[config.mk]
export PLATFORM = sky130hd
export DESIGN_NAME = id_regfile_nia_flat
export DESIGN_NICKNAME = d
export VERILOG_FILES = /design/src/rtl/id_regfile_nia_pkg.sv /design/src/rtl/id_regfile_nia_if.sv /design/src/rtl/id_regfile_nia_regfile_3r1w.sv /design/src/rtl/id_regfile_nia.sv /design/src/flat_wrapper.sv
export SDC_FILE = /design/constraint.sdc
export NUM_CORES = 2
export LEC_CHECK = 0
export CAP_MARGIN = 10
export CORE_MARGIN = 2
export CORE_UTILIZATION = 60
export DETAILED_ROUTE_END_ITERATION = 8
export PLACE_DENSITY = 0.79
export SETUP_SLACK_MARGIN = 0.5
export SLEW_MARGIN = 20
export SYNTH_ARGS = -nofsm -noshare
export SYNTH_HDL_FRONTEND = slang
export SYNTH_SLANG_ARGS = --single-unit
[constraint.sdc]
create_clock -name CLK -period 5.6 [get_ports CLK]
set_input_delay 0.56 -clock CLK [delete_from_list [all_inputs] [get_ports CLK]]
set_output_delay 0.56 -clock CLK [all_outputs]
set_load 0.005 [all_outputs]
[src/rtl/id_regfile_nia_pkg.sv]
// Shared definitions for the decode-stage register file / next-address block.
// Holds datapath widths, the hard-wired zero register index, MIPS instruction
// field positions and the branch-offset helper.
package id_regfile_nia_pkg;

  localparam int DATA_W    = 32;
  localparam int NREGS     = 32;
  localparam int REG_IDX_W = 5;
  localparam int RD_PORTS  = 3;

  localparam logic [REG_IDX_W-1:0] REG_ZERO = 5'd0;

  // Instruction field bit positions
  localparam int RS_HI     = 25;
  localparam int RS_LO     = 21;
  localparam int RT_HI     = 20;
  localparam int RT_LO     = 16;
  localparam int RD_HI     = 15;
  localparam int RD_LO     = 11;
  localparam int SHAMT_HI  = 10;
  localparam int SHAMT_LO  = 6;
  localparam int IMM_HI    = 15;
  localparam int IMM_LO    = 0;
  localparam int TARGET_HI = 25;
  localparam int TARGET_LO = 0;

  // Sign-extended word offset of a 16-bit branch immediate (imm << 2).
  function automatic logic [DATA_W-1:0] br_offset(input logic [15:0] imm);
    return {{(DATA_W-18){imm[15]}}, imm, 2'b00};
  endfunction

endpackage

[src/rtl/id_regfile_nia_if.sv]
// Decode-stage bus between the instruction decoder / writeback logic (master)
// and the register file + next-address block (slave).
//   master drives: read indices, writeback port, PC+4, instruction, jump controls
//   slave drives : three read data words and NextInstructionAddress
interface id_regfile_nia_if;
  import id_regfile_nia_pkg::*;

  logic [REG_IDX_W-1:0] RegA1, RegB1, RegC1;
  logic [DATA_W-1:0]    DataA1, DataB1, DataC1;
  logic [REG_IDX_W-1:0] WriteReg1;
  logic [DATA_W-1:0]    WriteData1;
  logic                 Write1;
  logic [DATA_W-1:0]    Instr_PC_Plus4;
  logic [DATA_W-1:0]    Instruction;
  logic                 Jump;
  logic                 JumpRegister;
  logic [DATA_W-1:0]    RegisterValue;
  logic [REG_IDX_W-1:0] Register;
  logic [DATA_W-1:0]    NextInstructionAddress;

  modport master (
    output RegA1, RegB1, RegC1, WriteReg1, WriteData1, Write1,
           Instr_PC_Plus4, Instruction, Jump, JumpRegister, RegisterValue, Register,
    input  DataA1, DataB1, DataC1, NextInstructionAddress
  );

  modport slave (
    input  RegA1, RegB1, RegC1, WriteReg1, WriteData1, Write1,
           Instr_PC_Plus4, Instruction, Jump, JumpRegister, RegisterValue, Register,
    output DataA1, DataB1, DataC1, NextInstructionAddress
  );

endinterface

[src/rtl/id_regfile_nia_regfile_3r1w.sv]
// 3-read / 1-write architectural register file.
//   CLK, RESET  : clock (rising edge), async active-low clear of all registers
//   idx/data    : RD_PORTS independent combinational read ports
//   wen/widx/wdata : write port, committed on the rising edge
// r0 is hard-wired to zero. A read that hits the register being written this
// cycle returns the incoming write data (write-through bypass).
module regfile_3r1w
  import id_regfile_nia_pkg::*;
#(
  parameter int DATA_W   = id_regfile_nia_pkg::DATA_W,
  parameter int NREGS    = id_regfile_nia_pkg::NREGS,
  parameter int RD_PORTS = id_regfile_nia_pkg::RD_PORTS
) (
  input  logic                                CLK,
  input  logic                                RESET,
  input  logic [RD_PORTS-1:0][REG_IDX_W-1:0]  idx,
  output logic [RD_PORTS-1:0][DATA_W-1:0]     data,
  input  logic                                wen,
  input  logic [REG_IDX_W-1:0]                widx,
  input  logic [DATA_W-1:0]                   wdata
);

  logic [NREGS-1:0][DATA_W-1:0] regs;

  // Effective write: r0 writes are dropped; bypass is suppressed while in
  // reset so every read port shows the cleared array.
  logic wr_act;
  assign wr_act = wen && (widx != REG_ZERO);

  always_ff @(posedge CLK or negedge RESET) begin
    if (!RESET)      regs         <= '0;
    else if (wr_act) regs[widx]   <= wdata;
  end

  for (genvar p = 0; p < RD_PORTS; p++) begin : g_rd
    assign data[p] = (idx[p] == REG_ZERO)               ? '0    :
                     (wr_act && RESET && idx[p] == widx) ? wdata :
                                                           regs[idx[p]];
  end

endmodule

[src/rtl/id_regfile_nia.sv]
// Decode-stage datapath core: register file plus next-instruction-address
// (branch / J / JR target) calculator.
//   CLK, RESET : clock (rising edge), async active-low reset
//   bus        : slave side of id_regfile_nia_if (read ports A/B/C, writeback
//                port, PC+4, instruction, jump controls, NextInstructionAddress)
// The address path is purely combinational; the caller gates it with its own
// taken/jump decision.
module id_regfile_nia
  import id_regfile_nia_pkg::*;
(
  input  logic            CLK,
  input  logic            RESET,
  id_regfile_nia_if.slave bus
);

  logic [RD_PORTS-1:0][REG_IDX_W-1:0] rd_idx;
  logic [RD_PORTS-1:0][DATA_W-1:0]    rd_data;

  assign rd_idx = {bus.RegC1, bus.RegB1, bus.RegA1};

  regfile_3r1w u_rf (
    .CLK   (CLK),
    .RESET (RESET),
    .idx   (rd_idx),
    .data  (rd_data),
    .wen   (bus.Write1),
    .widx  (bus.WriteReg1),
    .wdata (bus.WriteData1)
  );

  assign bus.DataA1 = rd_data[0];
  assign bus.DataB1 = rd_data[1];
  assign bus.DataC1 = rd_data[2];

  // Next instruction address. JumpRegister only matters alongside Jump.
  logic [DATA_W-1:0] nia;
  always_comb begin
    nia = bus.Instr_PC_Plus4 + br_offset(bus.Instruction[IMM_HI:IMM_LO]);
    if (bus.Jump) begin
      if (bus.JumpRegister)
        nia = bus.RegisterValue;
      else
        nia = {bus.Instr_PC_Plus4[DATA_W-1:DATA_W-4],
               bus.Instruction[TARGET_HI:TARGET_LO], 2'b00};
    end
  end
  assign bus.NextInstructionAddress = nia;

  // rs index is carried on the bus for compatibility only; opcode bits are
  // decoded elsewhere.
  logic unused_bits;
  assign unused_bits = ^{bus.Register, bus.Instruction[31:26]};

endmodule

[src/flat_wrapper.sv]
// flat-port wrapper written by rule: the top's interface ports become plain ports
module id_regfile_nia_flat import id_regfile_nia_pkg::*;
  (CLK, RESET, bus_RegA1, bus_RegB1, bus_RegC1, bus_WriteReg1, bus_WriteData1, bus_Write1, bus_Instr_PC_Plus4, bus_Instruction, bus_Jump, bus_JumpRegister, bus_RegisterValue, bus_Register, bus_DataA1, bus_DataB1, bus_DataC1, bus_NextInstructionAddress);
  id_regfile_nia_if bus_i ();
  input  logic CLK;
  input  logic RESET;
  input wire logic [$bits(bus_i.RegA1)-1:0] bus_RegA1;
  input wire logic [$bits(bus_i.RegB1)-1:0] bus_RegB1;
  input wire logic [$bits(bus_i.RegC1)-1:0] bus_RegC1;
  input wire logic [$bits(bus_i.WriteReg1)-1:0] bus_WriteReg1;
  input wire logic [$bits(bus_i.WriteData1)-1:0] bus_WriteData1;
  input wire logic [$bits(bus_i.Write1)-1:0] bus_Write1;
  input wire logic [$bits(bus_i.Instr_PC_Plus4)-1:0] bus_Instr_PC_Plus4;
  input wire logic [$bits(bus_i.Instruction)-1:0] bus_Instruction;
  input wire logic [$bits(bus_i.Jump)-1:0] bus_Jump;
  input wire logic [$bits(bus_i.JumpRegister)-1:0] bus_JumpRegister;
  input wire logic [$bits(bus_i.RegisterValue)-1:0] bus_RegisterValue;
  input wire logic [$bits(bus_i.Register)-1:0] bus_Register;
  output wire logic [$bits(bus_i.DataA1)-1:0] bus_DataA1;
  output wire logic [$bits(bus_i.DataB1)-1:0] bus_DataB1;
  output wire logic [$bits(bus_i.DataC1)-1:0] bus_DataC1;
  output wire logic [$bits(bus_i.NextInstructionAddress)-1:0] bus_NextInstructionAddress;
  assign bus_i.RegA1 = bus_RegA1;
  assign bus_i.RegB1 = bus_RegB1;
  assign bus_i.RegC1 = bus_RegC1;
  assign bus_i.WriteReg1 = bus_WriteReg1;
  assign bus_i.WriteData1 = bus_WriteData1;
  assign bus_i.Write1 = bus_Write1;
  assign bus_i.Instr_PC_Plus4 = bus_Instr_PC_Plus4;
  assign bus_i.Instruction = bus_Instruction;
  assign bus_i.Jump = bus_Jump;
  assign bus_i.JumpRegister = bus_JumpRegister;
  assign bus_i.RegisterValue = bus_RegisterValue;
  assign bus_i.Register = bus_Register;
  assign bus_DataA1 = bus_i.DataA1;
  assign bus_DataB1 = bus_i.DataB1;
  assign bus_DataC1 = bus_i.DataC1;
  assign bus_NextInstructionAddress = bus_i.NextInstructionAddress;
  id_regfile_nia u_core (.CLK(CLK), .RESET(RESET), .bus(bus_i));
endmodule
==> summary.md <==
| Metric | Value |
|---|---|
| Status | `finished, final reports clean` |
| Overall Global Routing Usage | `0.3585` |
| Top Registers | `u_core.u_rf.regs x1024` |
| Post-synth cell types | `58` |
| Slowest CP cell | `clkdlybuf4s50_1` |
| DR WL/cell | `34.50 µm` |
| H-tree Lvls | `3` |
| Pin count of the biggest net entering global routing | `170` |
| Sum of buffers and inverters on the critical path | `2` |
| Slew Limit Fails | `0` |
| WP data arrival | `4290 ps` |
| CP endpoint kind | `output port` |
| Drt via density | `7.530` |
| R2R setup slack | `4760 ps` |
| Mapped Cells | `4156` |
| Synth Cell Area | `65320 µm²` |
| Worst slew pin tran | `1202 ps` |
| Die Wd | `333.9 µm` |
| Post-synth EDFFs | `0` |
| IO Count | `286` |
| TritonCTS clock tree | `done` |
| Initial Util | `0.6026` |
| Reg with most FFs | `u_core.u_rf.regs` |
| Leakage | `30.19 nW` |
| Initial DRC count | `4638` |
| Tcrit/Tclk final | `0.8655` |
| Crit-path leading delay family | `buffers and inverters` |
| Peak supply drop | `0.3019 mV` |
| Final WL | `195900 µm` |
| Die area | `111500 µm²` |
| Syn_area_per_cell | `15.72 µm²` |
| Worst path required time | `5040 ps` |
| Worst hold path class | `in -> async` |
| CTS buffer count | `112` |
| 1st-pass router iterations | `5` |
| Layout Nets | `4352` |
| CTS Sinks | `1024` |
| Worst-path clk slew | `60 ps` |
| Fmax achieved | `206.3 MHz` |
| PortBufs | `274` |
| Detailed-route via count | `42750` |
| Crit-path max cell delay | `900 ps` |
| Ys Warns | `0` |
| Tmin final | `4847 ps` |
| Layout cell share with drive strength beyond 1 | `0.5526` |
| Crit path cell chain | `clkdlybuf4s50_1 -> ha_1 -> a21o_1 -> a21o_1 -> a21oi_1 -> o32ai_1 -> a41oi_1 -> mux2_2 -> a221oi_1 -> clkdlybuf4s50_1` |
| DP HPWL | `112200 µm` |
| Top_reg_cell synth | `dfrtp_1` |
| WS Path Type | `in -> out` |
| Worst-skew pair later-pin latency | `690 ps` |
| Synthesized flop and latch total | `1024` |
| Max reg flops | `1024` |
| Final-layout fill cell count | `7219` |
| Final setup violation count | `0` |
| Crit start category | `primary input` |
| Hold Worst Slack | `307.6 ps` |
| Final Hold Fails | `0` |
| Initial antenna violation count | `3` |
| # resized after CTS | `0` |
| Die H | `333.9 µm` |
| Async S/R FF share, synth | `1.000` |
| Net Count, Synth | `4344` |
| First-pass GRT wire length | `292600 µm` |
| Rows | `121` |
| CTS root buf | `clkbuf_16` |
| Final clock skew | `0 ps` |
| CTS hold repair buffers | `1` |
| Vias in the first global route | `44070` |
| Setup tns final | `0 ps` |
| Max-Cap Viols | `0` |
| CP max FO | `16` |
| RSZ-0062 raised after global routing | `no` |
| Power Density | `337.7 nW/µm²` |
| Seq/Total Area, Yosys | `0.3923` |
| Gpl congestion | `0.8878` |
| Post-CTS Setup Inserts | `0` |
| GRT overflow | `0` |
| Core Area | `108400 µm²` |
| Slew Limit Headroom | `0.1969` |
| Clock Path Buffers | `3` |
| P&R area growth vs syn | `11.75%` |
| # DRC | `0` |
| Antenna viol nets, final | `0` |
-- where the power goes --
part	switching, mW	total, mW	leakage, nW	internal (mW)
logic	2.36	6.59	15.1	4.23
clock network	3.20	7.92	1.95	4.72
registers	1.33	10.1	13.1	8.81
-- layout by cell type, fill, tap and decap left out, types with 46 or more instances in the layout --
cell,n
dfrtp_1,1024
mux2_2,1001
mux4_2,958
clkdlybuf4s50_1,232
nor2_1,123
mux2i_1,117
clkbuf_16,114
a211oi_1,103
buf_4,100
a21oi_1,46
-- through the flow --
step | std cells | util | total power [mW] | worst slack (ps) | instance area [µm²]
6_report | 5677 | 0.6734 | 24.65 | 753.4 | 72990
5_1_grt | 5676 | 0.6733 | 25.60 | 558.8 | 72990
4_1_cts | 5672 | 0.6737 | 24.65 | 770.0 | 73030
3_5_place_dp | 5461 | 0.6370 | 16.74 | 766.5 | 69050
3_3_place_gp | 5461 | 0.6371 | 16.44 | 761.1 | 69060
2_1_floorplan | 4156 | - | 14.59 | 2385 | 65320
-- routing by layer --
metal	track usage	up-vias	share of wire
met5	0	-	0.000036
li1	-	16810	-
met1	0.4924	22820	0.38
met2	0.5437	2579	0.47
met3	0.09399	547	0.11
met4	0.1652	2	0.050
-- cell families after synthesis --
group	after synthesis	synth area share
compound gates	234	0.02500
xor+xnor	40	0.005364
mux	2076	0.5208
buf+inv	509	0.03427
simple gates	243	0.01636
flops	1024	0.3923
fa+ha+maj	30	0.005862
-- synth_stat cells, drive strengths merged (2+ instances only) --
cell type	n	area share
a21oi	46	0.0035
xor2	23	0.0031
nor3	7	0.00054
nor2b	4	0.00038
a31o	2	0.00027
buf	237	0.019
o221ai	2	0.00036
o21ai	23	0.0018
a221o	2	0.00031
dfrtp	1024	0.39
nand2	37	0.0021
nand2b	7	0.00067
and3	9	0.00086
a221oi	4	0.00054
mux2i	117	0.018
a21o	13	0.0015
nor3b	4	0.00046
or4	3	0.00034
nand3b	4	0.00046
a211oi	103	0.012
o2111ai	3	0.00040
o21bai	6	0.00069
and2	4	0.00038
nand4	5	0.00048
a22o	2	0.00027
or2	2	0.00019
ha	29	0.0056
nor2	142	0.0082
a31oi	6	0.00067
inv	8	0.00046
nand3	11	0.00084
xnor2	17	0.0023
o211ai	7	0.00080
mux2	1001	0.17
mux4	958	0.33
o21a	4	0.00046
clkbuf	264	0.015
-- worst paths after layout --
kind                                            start                              to  cells after the start
worst max-delay path              bus_Instruction[15]  bus_NextInstructionAddress[29]                     10
worst min-delay path                            RESET           u_core.u_rf.regs[159]                      2
worst max register to register  u_core.u_rf.regs[702]           u_core.u_rf.regs[702]                      1
worst min register to register   u_core.u_rf.regs[22]            u_core.u_rf.regs[22]                      0
max in group asynchronous                       RESET           u_core.u_rf.regs[365]                      5
min in group CLK                 u_core.u_rf.regs[22]            u_core.u_rf.regs[22]                      0
-- final cells by class --
type | instances | area, µm² | share of cell area
tap | 1414 | 1769 | 0.02424
clock buffer | 165 | 3334 | 0.04568
inverter | 8 | 30.03 | 0.0004114
multi-input combinational | 2623 | 37720 | 0.5168
antenna | 3 | 7.507 | 0.0001029
clock inverter | 45 | 630.6 | 0.008639
sequential | 1024 | 25620 | 0.3511
timing repair buffer | 395 | 3871 | 0.05304
(Power assumes the default switching activity.)
